[src/rtl/instr_pkg.sv]
// Shared instruction-format definitions for the encoder/loader and the core's decoder.
package instr_pkg;

  localparam logic [5:0] OP_RTYPE = 6'b000000;
  localparam logic [5:0] OP_ADDI  = 6'b001000;
  localparam logic [5:0] OP_SUBI  = 6'b001001;
  localparam logic [5:0] OP_J     = 6'b000010;
  localparam logic [5:0] OP_BEQ   = 6'b000100;

  localparam logic [5:0] F_ADD = 6'b100000;
  localparam logic [5:0] F_SUB = 6'b100010;
  localparam logic [5:0] F_SLL = 6'b000000;
  localparam logic [5:0] F_SRL = 6'b000010;

  typedef enum logic [3:0] {
    OpNop  = 4'd0,
    OpAdd  = 4'd1,
    OpSub  = 4'd2,
    OpSll  = 4'd3,
    OpSrl  = 4'd4,
    OpAddi = 4'd5,
    OpSubi = 4'd6,
    OpJ    = 4'd7,
    OpBeq  = 4'd8
  } op_sel_e;

  typedef enum logic [2:0] {
    StIdle,
    StAccept,
    StWrite,
    StFull,
    StDone
  } state_e;

endpackage

[src/rtl/instr_encoder_loader_if.sv]
// Descriptor handshake plus instruction-memory write port of the program loader.
interface instr_encoder_loader_if #(
    parameter int unsigned ADDR_W = 8
);
    logic              in_valid;
    logic              in_ready;
    logic [3:0]        op_sel;
    logic [4:0]        rs_in;
    logic [4:0]        rt_in;
    logic [4:0]        rd_in;
    logic [25:0]       imm_in;
    logic              imem_we;
    logic [ADDR_W-1:0] imem_addr;
    logic [31:0]       imem_wdata;

    modport master (
        output in_valid, op_sel, rs_in, rt_in, rd_in, imm_in,
        input  in_ready, imem_we, imem_addr, imem_wdata
    );

    modport slave (
        input  in_valid, op_sel, rs_in, rt_in, rd_in, imm_in,
        output in_ready, imem_we, imem_addr, imem_wdata
    );
endinterface

[src/rtl/instr_encode.sv]
// Combinational map from a symbolic descriptor to the 32-bit instruction word.
module instr_encode
    import instr_pkg::*;
(
    input  logic [3:0]  op_sel,
    input  logic [4:0]  rs,
    input  logic [4:0]  rt,
    input  logic [4:0]  rd,
    input  logic [25:0] imm,
    output logic [31:0] word,
    output logic        illegal
);
    always_comb begin
        word    = '0;
        illegal = 1'b0;
        case (op_sel_e'(op_sel))
            OpNop:  word = '0;
            OpAdd:  word = {OP_RTYPE, rs, rt, rd, 5'd0, F_ADD};
            OpSub:  word = {OP_RTYPE, rs, rt, rd, 5'd0, F_SUB};
            OpSll:  word = {OP_RTYPE, rs, rt, rd, imm[4:0], F_SLL};
            OpSrl:  word = {OP_RTYPE, rs, rt, rd, imm[4:0], F_SRL};
            OpAddi: word = {OP_ADDI, rs, rt, imm[15:0]};
            OpSubi: word = {OP_SUBI, rs, rt, imm[15:0]};
            OpJ:    word = {OP_J, imm};
            OpBeq:  word = {OP_BEQ, rs, rt, imm[15:0]};
            default: illegal = 1'b1;
        endcase
    end
endmodule

[src/rtl/instr_encoder_loader.sv]
// Accepts instruction descriptors, encodes them and writes them sequentially into
// instruction memory starting at BASE_ADDR.
module instr_encoder_loader
    import instr_pkg::*;
#(
    parameter int unsigned ADDR_W    = 8,
    parameter int unsigned DEPTH     = 256,
    parameter int unsigned BASE_ADDR = 0
) (
    input  logic                   clk,
    input  logic                   rst_n,
    input  logic                   start,
    input  logic                   finish,
    instr_encoder_loader_if.slave  bus,
    output logic [ADDR_W:0]        count,
    output logic                   full,
    output logic                   done,
    output logic                   err_illegal
);
    localparam logic [ADDR_W-1:0] BASE    = ADDR_W'(BASE_ADDR);
    localparam logic [ADDR_W:0]   DEPTH_C = (ADDR_W + 1)'(DEPTH);

    state_e            state_q;
    logic [ADDR_W-1:0] addr_q;
    logic [ADDR_W:0]   count_q;
    logic [31:0]       word_q;
    logic              we_q, ready_q, full_q, done_q, err_q;

    logic [31:0] enc_word;
    logic        enc_illegal;

    instr_encode u_encode (
        .op_sel  (bus.op_sel),
        .rs      (bus.rs_in),
        .rt      (bus.rt_in),
        .rd      (bus.rd_in),
        .imm     (bus.imm_in),
        .word    (enc_word),
        .illegal (enc_illegal)
    );

    always_ff @(posedge clk or negedge rst_n) begin
        if (!rst_n) begin
            state_q <= StIdle;
            addr_q  <= BASE;
            count_q <= '0;
            word_q  <= '0;
            we_q    <= 1'b0;
            ready_q <= 1'b0;
            full_q  <= 1'b0;
            done_q  <= 1'b0;
            err_q   <= 1'b0;
        end else if (start) begin
            // A write being driven this cycle lands on this edge, so restarting here
            // still lets it complete. Start also takes priority over finish.
            state_q <= StAccept;
            addr_q  <= BASE;
            count_q <= '0;
            we_q    <= 1'b0;
            ready_q <= 1'b1;
            full_q  <= 1'b0;
            done_q  <= 1'b0;
            err_q   <= 1'b0;
        end else begin
            case (state_q)
                StAccept: begin
                    if (finish) begin
                        state_q <= StDone;
                        ready_q <= 1'b0;
                        done_q  <= 1'b1;
                    end else if (bus.in_valid) begin
                        if (enc_illegal) begin
                            err_q <= 1'b1;
                        end else begin
                            state_q <= StWrite;
                            word_q  <= enc_word;
                            we_q    <= 1'b1;
                            ready_q <= 1'b0;
                        end
                    end
                end
                StWrite: begin
                    we_q    <= 1'b0;
                    addr_q  <= addr_q + ADDR_W'(1);
                    count_q <= count_q + (ADDR_W + 1)'(1);
                    if (finish) begin
                        state_q <= StDone;
                        done_q  <= 1'b1;
                    end else if (count_q + (ADDR_W + 1)'(1) == DEPTH_C) begin
                        state_q <= StFull;
                        full_q  <= 1'b1;
                    end else begin
                        state_q <= StAccept;
                        ready_q <= 1'b1;
                    end
                end
                StFull: begin
                    if (finish) begin
                        state_q <= StDone;
                        done_q  <= 1'b1;
                    end
                end
                default: ;
            endcase
        end
    end

    assign bus.in_ready   = ready_q;
    assign bus.imem_we    = we_q;
    assign bus.imem_addr  = addr_q;
    assign bus.imem_wdata = word_q;
    assign count          = count_q;
    assign full           = full_q;
    assign done           = done_q;
    assign err_illegal    = err_q;
endmodule

[src/flat_wrapper.sv]
// flat-port wrapper written by rule: the top's interface ports become plain ports
module instr_encoder_loader_flat import instr_pkg::*;
#(
    parameter int unsigned ADDR_W    = 8,
    parameter int unsigned DEPTH     = 256,
    parameter int unsigned BASE_ADDR = 0
)
  (clk, rst_n, start, finish, count, full, done, err_illegal, bus_in_valid, bus_op_sel, bus_rs_in, bus_rt_in, bus_rd_in, bus_imm_in, bus_in_ready, bus_imem_we, bus_imem_addr, bus_imem_wdata);
  instr_encoder_loader_if #(.ADDR_W(ADDR_W)) bus_i ();
  input  logic clk;
  input  logic rst_n;
  input  logic start;
  input  logic finish;
  output logic [ADDR_W:0] count;
  output logic full;
  output logic done;
  output logic err_illegal;
  input wire logic [$bits(bus_i.in_valid)-1:0] bus_in_valid;
  input wire logic [$bits(bus_i.op_sel)-1:0] bus_op_sel;
  input wire logic [$bits(bus_i.rs_in)-1:0] bus_rs_in;
  input wire logic [$bits(bus_i.rt_in)-1:0] bus_rt_in;
  input wire logic [$bits(bus_i.rd_in)-1:0] bus_rd_in;
  input wire logic [$bits(bus_i.imm_in)-1:0] bus_imm_in;
  output wire logic [$bits(bus_i.in_ready)-1:0] bus_in_ready;
  output wire logic [$bits(bus_i.imem_we)-1:0] bus_imem_we;
  output wire logic [$bits(bus_i.imem_addr)-1:0] bus_imem_addr;
  output wire logic [$bits(bus_i.imem_wdata)-1:0] bus_imem_wdata;
  assign bus_i.in_valid = bus_in_valid;
  assign bus_i.op_sel = bus_op_sel;
  assign bus_i.rs_in = bus_rs_in;
  assign bus_i.rt_in = bus_rt_in;
  assign bus_i.rd_in = bus_rd_in;
  assign bus_i.imm_in = bus_imm_in;
  assign bus_in_ready = bus_i.in_ready;
  assign bus_imem_we = bus_i.imem_we;
  assign bus_imem_addr = bus_i.imem_addr;
  assign bus_imem_wdata = bus_i.imem_wdata;
  instr_encoder_loader #(.ADDR_W(ADDR_W), .DEPTH(DEPTH), .BASE_ADDR(BASE_ADDR)) u_core (.clk(clk), .rst_n(rst_n), .start(start), .finish(finish), .bus(bus_i), .count(count), .full(full), .done(done), .err_illegal(err_illegal));
endmodule
[config.mk]
export PLATFORM = sky130hd
export DESIGN_NAME = instr_encoder_loader_flat
export DESIGN_NICKNAME = d
export VERILOG_FILES = /design/src/rtl/instr_pkg.sv /design/src/rtl/instr_encoder_loader_if.sv /design/src/rtl/instr_encode.sv /design/src/rtl/instr_encoder_loader.sv /design/src/flat_wrapper.sv
export SDC_FILE = /design/constraint.sdc
export NUM_CORES = 1
export LEC_CHECK = 0
export ABC_AREA = 1
export BUFFER_PORTS_ARGS = -buffer_cell sky130_fd_sc_hd__buf_4
export CAP_MARGIN = 20
export CORE_ASPECT_RATIO = 1.25
export CORE_MARGIN = 3
export CORE_UTILIZATION = 31
export CTS_CLUSTER_DIAMETER = 50
export CTS_CLUSTER_SIZE = 12
export DETAILED_ROUTE_END_ITERATION = 16
export SLEW_MARGIN = 0
export SYNTH_ARGS = -nofsm -noshare
export SYNTH_HDL_FRONTEND = slang
export SYNTH_SLANG_ARGS = --single-unit
[constraint.sdc]
create_clock -name clk -period 1.6 [get_ports clk]
set_input_delay 0.16 -clock clk [delete_from_list [all_inputs] [get_ports clk]]
set_output_delay 0.16 -clock clk [all_outputs]
set_load 0.02 [all_outputs]
# After elaboration in Yosys (flattened, before gate mapping)
# Cells that the tools add are included.
# Widths: inputs -> output; s select.
# word_totals
regBits	57
input_bits	50
# classes
n_addsub	2
n_eq_ne	22
muxes	37
bitwise	2
reduce_logical	18
# ops
operator	count
$pmux 30 s8	1
$mux 1	22
$mux 3	6
$mux 9	2
$ne 3x3->1 const B	6
$eq 4x3->1 const B	4
$mux 8	2
$reduce_and 4->1	3
$reduce_bool 2->1	6
$reduce_and 5->1	2
$add 9x1->9 const B	1
$eq 9x9->1 const B	1
$pmux 3 s3	1
$reduce_or 9->1	1
$add 8x1->8 const B	1
$eq 4x2->1 const B	2
$ne 4x4->1 const B	2
$eq 3x2->1 const B	2
$eq 4x1->1 const B	1
$eq 4x4->1 const B	1
$logic_not 4->1	1
$pmux 1 s2	2
$reduce_bool 4->1	1
$eq 3x1->1 const B	1
8 further kinds	9

# Longest topological paths before layout
# Gate-level depths: netlist of the first run.
# logic_depth
depth_word	7
ltp_mapped	12
depth_no_buf	12

# Modules after synthesis
# From an unflattened synthesis of the first run, not the netlist that was laid out.
# hier_totals
hier_cells	468
hier_area_um2	3470.8
# by_module_without_submodules
module	n_inst	cells_per_inst	area_each_um2	seq_area_each_um2
instr_encoder_loader	1	319	2788.9	1426.4
instr_encode	1	149	681.9	0.0

# Worst setup path after synthesis of the first run
# OpenSTA, ideal clock, no wires.
# synth_timing
path_kind	register to register
start	register u_core.count_q[1] (netlist: u_core.count[1])
end	register u_core.ready_q (netlist: u_core.bus.in_ready)
setup_time_ns	0.117
t_arrival_ns	1.511
required_time_ns	1.483
path_slack_ns	-0.028
stages_incl_launch_ff	11
path_buffers	0
period_less_slack_ns	1.628
path_cell_list	dfrtp_1 -> ha_1 -> nand2_1 -> nor2_1 -> nand3_1 -> nand2_1 -> nand2_1 -> nor2_1 -> nand3_1 -> nand3_1 -> nand2_1
# synth_between
elab_chain_len	4
# synth_rtl
item	line_no	source
from (decl)	instr_encoder_loader.sv:25	logic [ADDR_W:0] count_q;
from (signal assigned)	instr_encoder_loader.sv:85	count_q <= count_q + (ADDR_W + 1)'(1);
$add 9x1->9	instr_encoder_loader.sv:89	end else if (count_q + (ADDR_W + 1)'(1) == DEPTH_C) begin
$eq 9x9->1	instr_encoder_loader.sv:89	
$ne 3x3->1 (no line)	--	
$reduce_and 5->1 (no line)	--	
to (signal assigned)	instr_encoder_loader.sv:69	ready_q <= 1'b0;
to (signal assigned)	instr_encoder_loader.sv:78	ready_q <= 1'b0;
to (signal assigned)	instr_encoder_loader.sv:94	ready_q <= 1'b1;
to (decl)	instr_encoder_loader.sv:27	logic we_q, ready_q, full_q, done_q, err_q;
# No other way between the ends.
# A chain may end at the register's enable or synchronous reset.

# Final worst setup path of the first run
# layout_timing
start	register u_core.count_q[0] (netlist: u_core.count[0])
end	register u_core.ready_q (netlist: u_core.bus.in_ready)
# Same word-level chain as after synthesis.

==> results of run 1 <==
## layout make-up
| cell class | instances | share of cell area [%] |
|---|---|---|
| Timing Repair Buffer | 117 | 23.03 |
| Multi-Input combinational cell | 246 | 31.28 |
| Clock buffer | 6 | 2.119 |
| Tap cell | 117 | 3.757 |
| Inverter | 41 | 3.950 |
| Sequential cell | 55 | 35.45 |
| Clock inverter | 2 | 0.4175 |
## routing by layer
| layer | track usage [%] | up-vias |
|---|---|---|
| li1 | - | 1372 |
| met1 | 17.95 | 1257 |
| met2 | 25.58 | 90 |
| met3 | 4.392 | 6 |
| met4 | 3.779 | 0 |
| met5 | 0 | - |
## synth_stat cells (all sizes together) (3+ instances only)
library cell,number
a21oi,39
o22ai,4
nand4,4
dfrtp,55
a22o,3
buf,10
nor2,46
nand3,24
o21ai,30
nand2,82
inv,41
## power groups by stage
stage / Clock (W) / Sequential [W] / Combinational [W]
floorplan: 0 / 0.00220 / 0.000435
global placement: 0 / 0.00188 / 0.00147
detailed placement: 0 / 0.00188 / 0.00148
CTS: 0.000864 / 0.00186 / 0.00149
global route: 0.000928 / 0.00191 / 0.00161
finish: 0.000831 / 0.00186 / 0.00147
## cell families after synthesis
logic type	Yosys count	share of synthesized area (%)
simple gates	159	24.73
flops	55	49.64
compound gates	82	16.29
buf+inv	52	7.987
other cells	1	0.1352
xor+xnor	1	0.3159
fa+ha+maj	2	0.9024
## layout by cell type (no fill, tap or decap), drive strengths merged
cell | Yosys | routed
buf | 10 | 116
nand2 | 82 | 82
dfrtp | 55 | 55
nor2 | 46 | 46
inv | 41 | 41
a21oi | 39 | 39
o21ai | 30 | 30
nand3 | 24 | 24
clkbuf | 1 | 6
o22ai | 4 | 4
nand4 | 4 | 4
a22o | 3 | 3
conb | 1 | 2
nor3 | 2 | 2
ha | 2 | 2
a211oi | 1 | 1
xor2 | 1 | 1
or2 | 1 | 1
a32o | 1 | 1
a21boi | 1 | 1
a41oi | 1 | 1
a31oi | 1 | 1
a21o | 1 | 1
clkinv | 0 | 1
clkinvlp | 0 | 1
dlygate4sd3 | 0 | 1
## worst max-delay path, cell delays in order, from the launching register on
cell	delay (ns)
dfrtp_2	0.42
ha_2	0.20
nand2_2	0.10
nor2_4	0.06
nand2_1	0.07
nand2_1	0.05
inv_1	0.07
nand2_1	0.09
nor2_4	0.15
nand3_2	0.09
nand3_1	0.08
nand2_1	0.05
## final timing paths
path                                              start                        to  slack (ns)  depth (start not counted)
worst max-delay path                    u_core.count[0]       u_core.bus.in_ready        0.08                         11
worst min-delay path                      bus_imm_in[4]  u_core.bus.imem_wdata[4]        0.08                          3
worst max register to register          u_core.count[0]       u_core.bus.in_ready        0.08                         11
worst min register to register  u_core.bus.imem_addr[7]   u_core.bus.imem_addr[7]        0.48                          1
max in group asynchronous                         rst_n         u_core.state_q[1]        0.80                          3
min in group asynchronous                         rst_n   u_core.bus.imem_addr[2]        0.31                          2
## registers in the layout, indices dropped and copies added (netlist names)
name and cells:
u_core.err_illegal 1, u_core.state_q 3, u_core.bus.imem_we 1, u_core.bus.imem_wdata 30, u_core.count 9, u_core.done 1, u_core.bus.in_ready 1, u_core.bus.imem_addr 8
u_core.full 1
## metrics by stage
stage / hold slack, ns / TNS [ns]
2_1_floorplan: -0.1356 / 0
3_3_place_gp: 0.1187 / 0
3_5_place_dp: 0.1239 / -0.01923
4_1_cts: 0.06774 / 0
5_1_grt: 0.05255 / -0.07184
6_report: 0.07809 / 0
## what timing repair did
action | CTS | global route
gates cloned | 0 | 0
pin swaps | 0 | 2
hold buffers | 1 | 0
hold endpoints to repair | 29 | 0
resized for setup | 1 | 13
endpoints found under the setup margin | 3 | 13
==> summary.md, run 1 <==
| Metric | Value |
|---|---|
| Status | `finished, final reports clean` |
| Fin. Hold Viols | `0` |
| Startpoint Class | `flip-flop` |
| Mapped Cells | `352` |
| Final Cycle Share | `95.10%` |
| Power density cells | `1067 nW/um^2` |
| Grt total ovfl | `0` |
| Final non-filler cell total | `just under 600` |
| Number of top-level pins | `104` |
| Crit path DAT | `approximately 1.7 ns` |
| Mapped Avg Cell Area | `around 7.9 sq um` |
| Crit-path max FO | `4` |
| Synthesis-to-finish area growth | `40.52%` |
| Clk pin slew, worst setup/hold paths | `roughly 0.10 ns` |
| Asr flop ratio synth | `between 90% and 100%` |
| WL met3 | `538 microns` |
| Distinct cells, synth | `34` |
| Int Pwr | `0.002677 W` |
| Initial Util | `32.73%` |
| Fillers | `866` |
| Core region area | `8472 sq um` |
| ANT nets after route | `0` |
| Sequential power share | `44.8%` |
| Via count | `2725` |
| DR vias/cell | `between 4 and 5` |
| WL met1 | `3056 microns` |
| Rows | `37` |
| Initial drt markers | `54` |
| VDD IR max | `0.7198 mV` |
| Pwr Total | `0.004158 W` |
| Top_reg_cell synth | `dfrtp_1` |
| Die X | `90.59 microns` |
| Psw | `0.001481 W` |
| Final WL | `7404 microns` |
| Endpoint class of the critical path | `flip-flop` |
| Global-route wire length before repair | `12630 microns` |
| Placed standard-cell area | `3741 sq um` |
| CTS HTree Levels | `2` |
| Flop and latch count out of synthesis | `55` |
| Dpl ws | `-0.01657 ns` |
| Postcts setup bufs | `0` |
| Clock power frac | `20.0%` |
| Die Span Y | `111.7 microns` |
| Sequential share of the synthesized area | `49.64%` |
| Final setup margin | `0.07837 ns` |
| Met2 wire len | `around 3700 microns` |
| Overall Global Routing Usage | `14.79%` |
| Clock Skews | `roughly 0.0074 ns` |
| Share of cells above drive strength 1 | `32.55%` |
| FF/Latch Area | `between 1000 and 1500 sq um` |
| TritonCTS buffer count | `5` |
| Final HPWL DP | `roughly 5700 microns` |
| CTS tree | `yes` |
| Critical path required time | `between 1.5 and 2 ns` |
| Pin count of the biggest net entering global routing | `31` |
| DRC errors left | `0` |
| Final nets | `518` |
| Yosys top cell area share | `49.64%` |
| Leading area contributor after synthesis | `dfrtp_1` |
| Vias in the first global route | `between 2000 and 3000` |
| Clk sink count | `55` |
| DIE AREA | `10120 sq um` |
| Final worst path period need | `around 1.5 ns` |
| GP Congestion | `0.8448` |
| Post-synth EDFFs | `0` |
| RSZ-0062 raised after global routing | `true` |
| Fmax | `657.2 MHz` |
| Clk root buf | `clkbuf_8` |
| Pins Over Slew Limit | `0` |
| Setup violators final | `0` |
| Cells after DPL | `between 500 and 600` |
| Drt first pass iters | `4` |
| Clk buf depth | `2` |
| N_diodes | `0` |
| Max layer used | `met4` |
| Input/output buffers | `between 100 and 150` |
| Final core occ | `45.99%` |
| Sw Ratio | `35.61%` |
| Clock latency at the later pin of the worst-skew pair | `0.31 ns` |
| Critical setup path kind | `flip-flop to flip-flop` |
| Initial antenna violation count | `0` |
| Multi-input gate area | `1219 sq um` |
| Synth area leaders | `dfrtp_1 50%, nand2_1 11%, a21oi_1 7.0%, nor2_1 5.8%, inv_1 4.9%` |
| WL/cell | `12.68 microns` |
| Max-cap viol count | `0` |
| Synthesized area | `2773 sq um` |
| Leakage | `between 2 and 2.5 nW` |
| Yosys warnings | `0` |
| Final instance area | `3896 sq um` |
| Hold/Removal Path Class | `primary input to flip-flop` |
| Logic pwr share | `35.2%` |
No activity file was read; power rests on OpenSTA's default activity.
==> run 2, diff against run 1 <==
==> constraint.sdc (replaced) <==
create_clock -name clk -period 1.3 [get_ports clk]
set_input_delay 0.13 -clock clk [delete_from_list [all_inputs] [get_ports clk]]
set_output_delay 0.13 -clock clk [all_outputs]
set_load 0.02 [all_outputs]
==> summary.md, run 2 (synthesized netlist as in run 1, its figures left out) <==
| Metric | Value |
|---|---|
| GP Congestion | `approximately 0.89` |
| Final WL | `8488 microns` |
| Final core occ | `55.10%` |
| Initial antenna violation count | `0` |
| Synthesis-to-finish area growth | `68.37%` |
| Worst Hold Launch | `bus_imm_in[0]` |
| Clk root buf | `clkbuf_8` |
| Top cell by count, worst path | `nand2_1` |
| Final worst path period need | `1.542 ns` |
| Drt first pass iters | `4` |
| Pwr Total | `0.005854 W` |
| CP max-delay cell | `dfrtp_2` |
| Violated checks | `negative setup slack` |
| Number of top-level pins | `about 100` |
| Endpoint class of the critical path | `flip-flop` |
| VDD IR max | `0.7914 mV` |
| Die X | `90.59 microns` |
| Final setup margin | `-0.2422 ns` |
| Initial Util | `32.73%` |
| Core region area | `8472 sq um` |
| Global-route wire length before repair | `13660 microns` |
| Input/output buffers | `101` |
| Rows | `37` |
| Pins Over Slew Limit | `0` |
| CTS tree | `yes` |
| Via count | `about 3000` |
| Leakage | `2.321 nW` |
| DRC errors left | `0` |
| Crit path DAT | `roughly 1.8 ns` |
| Final HPWL DP | `around 6000 microns` |
| Share of cells above drive strength 1 | `approximately 50%` |
| Clock latency at the later pin of the worst-skew pair | `0.31 ns` |
| CTS HTree Levels | `2` |
| Overall Global Routing Usage | `16.32%` |
| WL/cell | `13.60 microns` |
| Power density cells | `~1300 nW/um^2` |
| CP peak stage delay | `0.43 ns` |
| Clk pin slew, worst setup/hold paths | `0.10 ns` |
| Fin. Hold Viols | `0` |
| Initial drt markers | `147` |
| DR vias/cell | `4.728` |
| Pin count of the biggest net entering global routing | `56` |
| Crit-path max FO | `5` |
| Vias in the first global route | `2936` |
| Grt total ovfl | `0` |
| RSZ-0062 raised after global routing | `true` |
| Die Span Y | `~110 microns` |
| Setup violators final | `48` |
| Crit. Startpoint | `u_core.count[0]` |
| Status | `complete, but fails checks` |
| Critical path required time | `1.55 ns` |
| Max-cap viol count | `0` |
| Clk buf depth | `2` |
| ANT nets after route | `0` |
| N_diodes | `0` |
| Hold/Removal Path Class | `primary input to flip-flop` |
| Number of flip-flops under the largest register name | `30` |
| Final nets | `558` |
| Setup TNS | `-6.326 ns` |
| Fmax | `648.4 MHz` |
| Sequence of cells on the critical path | `ha_4, nand3_1, nand2_1, nand2_1, inv_1, nand2_2, nor2_4, nand3_1, nand2_1, nand2_1, nand2_1` |
| Most frequent cells in the layout | `142 x buf_4, 69 x nand2_1, 50 x dfrtp_1` |
| Final Cycle Share | `118.6%` |
| RR Startpoint | `u_core.count[0]` |
| Startpoint Class | `flip-flop` |
| Clock Skews | `0.009497 ns` |
| Commonest non-fill, non-tap cell in the layout | `buf_4` |
| Clk sink count | `55` |
| DIE AREA | `10120 sq um` |
| TritonCTS buffer count | `5` |
| Critical setup path kind | `flip-flop to flip-flop` |
| Dpl ws | `-0.1693 ns` |
## run 2: cell types whose count changed in the layout (fill, tap and decap cells not counted), moves of 7 or more
cell / before / now
nor2_2: 3 / 13
nand3_1: 20 / 12
o21ai_2: 1 / 8
a21oi_2: 0 / 11
buf_4: 114 / 142
nand3_2: 4 / 11
nand2_2: 2 / 9
nand2_1: 79 / 69
a21oi_1: 39 / 22
nor2_1: 39 / 24
## run 2: area by class of cell
cell class                      instances  area (sq um)
Clock buffer                            6         72.57
Clock inverter                          2         60.06
Fill cell                             788          3804
Inverter                               41         170.2
Multi-Input combinational cell        246          1554
Sequential cell                        55          1383
Tap cell                              117         146.4
Timing Repair Buffer                  155          1262
Timing Repair inverter                  2         20.02
## run 2: stage by stage
stage	hold slack (ns)	area (sq um)	cells
after detailed placement	0.1446	3970	597
after floorplan	-0.1656	2849	353
after CTS	0.05155	4364	616
after global routing	0.05730	4668	624
after global placement	0.1433	3970	597
final	0.05762	4668	624
## run 2: worst max-delay path: cells and delay by family (launching register included)
| kind | cells | cell delay, ns |
|---|---|---|
| fa+ha+maj | 1 | 0.17 |
| buf+inv | 1 | 0.09 |
| flops | 1 | 0.43 |
| simple gates | 9 | 0.79 |
## run 2: per-layer routing
layer / track usage, % / vias to the layer above / wire [microns]
met5: 0 / - / 0
li1: - / 1449 / -
met2: 28.35 / 95 / 4409
met1: 19.32 / 1398 / 3397
met3: 5.270 / 8 / 577
met4: 4.392 / 0 / 104
## run 2: what timing repair did
item | CTS | global route
hold endpoints to repair | 55 | 0
pin swaps | 17 | 11
buffers inserted | 7 | 8
resized for setup | 45 | 60
cloned | 3 | 0
hold buffers | 1 | 0
endpoints found under the setup margin | 47 | 53
## run 2: report_power, final
| group | internal [W] | switching, W | total [W] | leakage (nW) |
|---|---|---|---|---|
| Sequential | 0.00206 | 0.000274 | 0.00234 | 0.721 |
| Clock | 0.000770 | 0.000563 | 0.00133 | 0.0654 |
| Combinational | 0.00103 | 0.00115 | 0.00218 | 1.54 |
| Total | 0.00387 | 0.00199 | 0.00585 | 2.32 |
## run 2: final timing paths
| check | depth (start not counted) | slack [ns] | end |
|---|---|---|---|
| worst max-delay path | 11 | -0.24 | u_core.bus.in_ready |
| worst min-delay path | 3 | 0.06 | u_core.bus.imem_wdata[0] |
| worst min register to register | 1 | 0.47 | u_core.bus.imem_addr[7] |
| max in group asynchronous | 3 | 0.69 | u_core.count[0] |
| worst max register to register | 11 | -0.24 | u_core.bus.in_ready |
| min in group asynchronous | 3 | 0.33 | u_core.bus.imem_addr[1] |
==> run 3, diff against run 2 <==
--- a/config.mk
+++ b/config.mk
@@ -14,6 +14,7 @@
 export CTS_CLUSTER_DIAMETER = 50
 export CTS_CLUSTER_SIZE = 12
 export DETAILED_ROUTE_END_ITERATION = 16
+export GPL_TIMING_DRIVEN = 0
 export SLEW_MARGIN = 0
 export SYNTH_ARGS = -nofsm -noshare
 export SYNTH_HDL_FRONTEND = slang
==> summary.md, run 3 (synthesized netlist as in run 1, its figures left out) <==
| Metric | Value |
|---|---|
| Rows | `37` |
| Power density cells | `1305 nW/um^2` |
| Die X | `around 90 microns` |
| Grt total ovfl | `0` |
| Fmax | `677.6 MHz` |
| Final nets | `531` |
| Critical path required time | `about 1.5 ns` |
| Setup violators final | `43` |
| Final HPWL DP | `between 5000 and 6000 microns` |
| Clk buf depth | `2` |
| Max-cap viol count | `0` |
| Final setup margin | `-0.1758 ns` |
| Crit path DAT | `1.68 ns` |
| Met3 Use GR | `4.662%` |
| Hold/Removal Path Class | `primary input to flip-flop` |
| Clock latency at the later pin of the worst-skew pair | `0.31 ns` |
| Relative slew slack | `53.03%` |
| Final Cycle Share | `113.5%` |
| Fin. Hold Viols | `0` |
| Violated checks | `negative setup slack` |
| Status | `complete, but fails checks` |
| N_diodes | `0` |
| Most frequent cells in the layout | `122 x buf_4, 71 x nand2_1, 50 x dfrtp_1` |
| DR vias/cell | `4.596` |
| Cells after DPL | `570` |
| M1 GR Usage | `17.26%` |
| Top cell by count, worst path | `nand2_1` |
| DIE AREA | `10120 sq um` |
| GR peak layer | `met2` |
| Drt first pass iters | `4` |
| Worst-Margin Slew | `0.7045 ns` |
| Commonest non-fill, non-tap cell in the layout | `buf_4` |
| DRC errors left | `0` |
| Vias in the first global route | `2785` |
| CP peak stage delay | `0.45 ns` |
| Final core occ | `49.14%` |
| WL/cell | `13.05 microns` |
| Setup TNS | `-3.834 ns` |
| VDD IR max | `0.6588 mV` |
| Synthesis-to-finish area growth | `50.14%` |
| Number of flip-flops under the largest register name | `30` |
| CP max-delay cell | `dfrtp_2` |
| Clk pin slew, worst setup/hold paths | `~0.10 ns` |
| Hold path depth | `3` |
| Startpoint Class | `flip-flop` |
| Share of cells above drive strength 1 | `40.00%` |
| Clk root buf | `clkbuf_8` |
| Crit-path max FO | `6` |
| Overall Global Routing Usage | `15.36%` |
| Critical setup path kind | `flip-flop to flip-flop` |
| Final non-filler cell total | `a little under 600` |
| Final worst path period need | `1.476 ns` |
| CTS tree | `yes` |
| CTS HTree Levels | `2` |
| WP buf/inv | `3` |
| Core region area | `8472 sq um` |
| Initial drt markers | `between 100 and 150` |
| Worst Hold Launch | `bus_imm_in[0]` |
| Input/output buffers | `100` |
| WHS | `0.05609 ns` |
| Via count | `about 2700` |
| Worst reg2reg path depth | `12` |
| RR Startpoint | `u_core.state_q[2]` |
| Leakage | `2.102 nW` |
| Clock Skews | `0.009287 ns` |
| Sequence of cells on the critical path | `inv_2, nand2_4, nor2_4, inv_2, nand2_4, inv_4, nand2_1, o21ai_0, nor2_1, nand2_1, nand2_1, nand2_1` |
| Initial antenna violation count | `0` |
| Met2 Use GR | `between 20% and 30%` |
| ANT nets after route | `0` |
| Delay-heaviest family, CP | `simple AND/OR/NAND/NOR gates` |
| Global-route wire length before repair | `12940 microns` |
| Pins Over Slew Limit | `0` |
| Endpoint class of the critical path | `flip-flop` |
| Initial Util | `32.73%` |
| Number of top-level pins | `104` |
| Clk sink count | `55` |
| Reg2Reg Setup Slack | `-0.18 ns` |
| Die Span Y | `111.7 microns` |
| Final WL | `slightly below 8000 microns` |
| GP Congestion | `0.8410` |
| Hold endpoint | `u_core.bus.imem_wdata[0]` |
| Pin count of the biggest net entering global routing | `between 50 and 60` |
| RSZ-0062 raised after global routing | `true` |
| Worst r2r dst | `u_core.bus.in_ready` |
| TritonCTS buffer count | `5` |
==> run 3: cell types whose count changed in the layout (fill, tap and decap cells not counted), sizes merged <==
cell	previous run	this run
inv	43	41
clkinv	0	1
bufinv	2	1
clkbuf	6	7
buf	154	128
==> run 3: stage by stage <==
step                cell area, sq um  setup slack (ns)  total power, W
floorplan                       2849           -0.1433        0.003256
global placement                3746           -0.3312        0.004107
CTS                             4018           -0.2235        0.005418
finish                          4163           -0.1758        0.005430
detailed placement              3746           -0.3493        0.004138
global route                    4163           -0.3039        0.005782
==> run 3: worst max-delay path by stage <==
| stage | start | to | slack (ns) | cells past startpoint |
|---|---|---|---|---|
| global placement | u_core.state_q[0] | u_core.bus.imem_wdata[11] | -0.33 | 8 |
| floorplan | u_core.count[1] | u_core.bus.in_ready | -0.14 | 10 |
| CTS | u_core.state_q[2] | u_core.bus.in_ready | -0.22 | 12 |
| detailed placement | u_core.state_q[0] | u_core.bus.imem_wdata[11] | -0.35 | 8 |
| finish | u_core.state_q[2] | u_core.bus.in_ready | -0.18 | 12 |
| global route | u_core.state_q[2] | u_core.bus.in_ready | -0.30 | 12 |
==> run 3: final cells by class <==
cell class	instances	area, sq um
repair buffers	119	895.9
well taps	117	146.4
multi-input cells	246	1361
fillers	837	4309
plain buffers	11	92.59
clock buffers	6	82.58
clock inverters	2	35.03
flip-flops and latches	55	1383
inverters	41	166.4
==> run 3: power breakdown <==
part           switching (W)  internal [W]
Combinational        0.00108      0.000857
Clock               0.000568      0.000625
Sequential          0.000240       0.00206
Total                0.00189       0.00354
==> run 3: layer usage <==
metal | vias up | routed length (microns) | part of all wire (%)
li1 | 1400 | - | -
met1 | 1259 | 3119 | 40
met2 | 79 | 3990 | 51
met3 | 6 | 612 | 7.9
met4 | 0 | 70 | 0.90
met5 | - | 0 | 0
==> run 3: tightest hold or removal path: cells and delay by family <==
kind	cells	cell delay (ns)
AND/OR/NAND/NOR	2	0.12
buffers and inverters	1	0.08
==> run 3: timing repair <==
item	4_1_cts	5_1_grt
hold buffers	1	0
pin swaps	11	16
resized for setup	20	27
endpoints found under the setup margin	47	52
hold endpoints to repair	55	0
buffers inserted	12	6
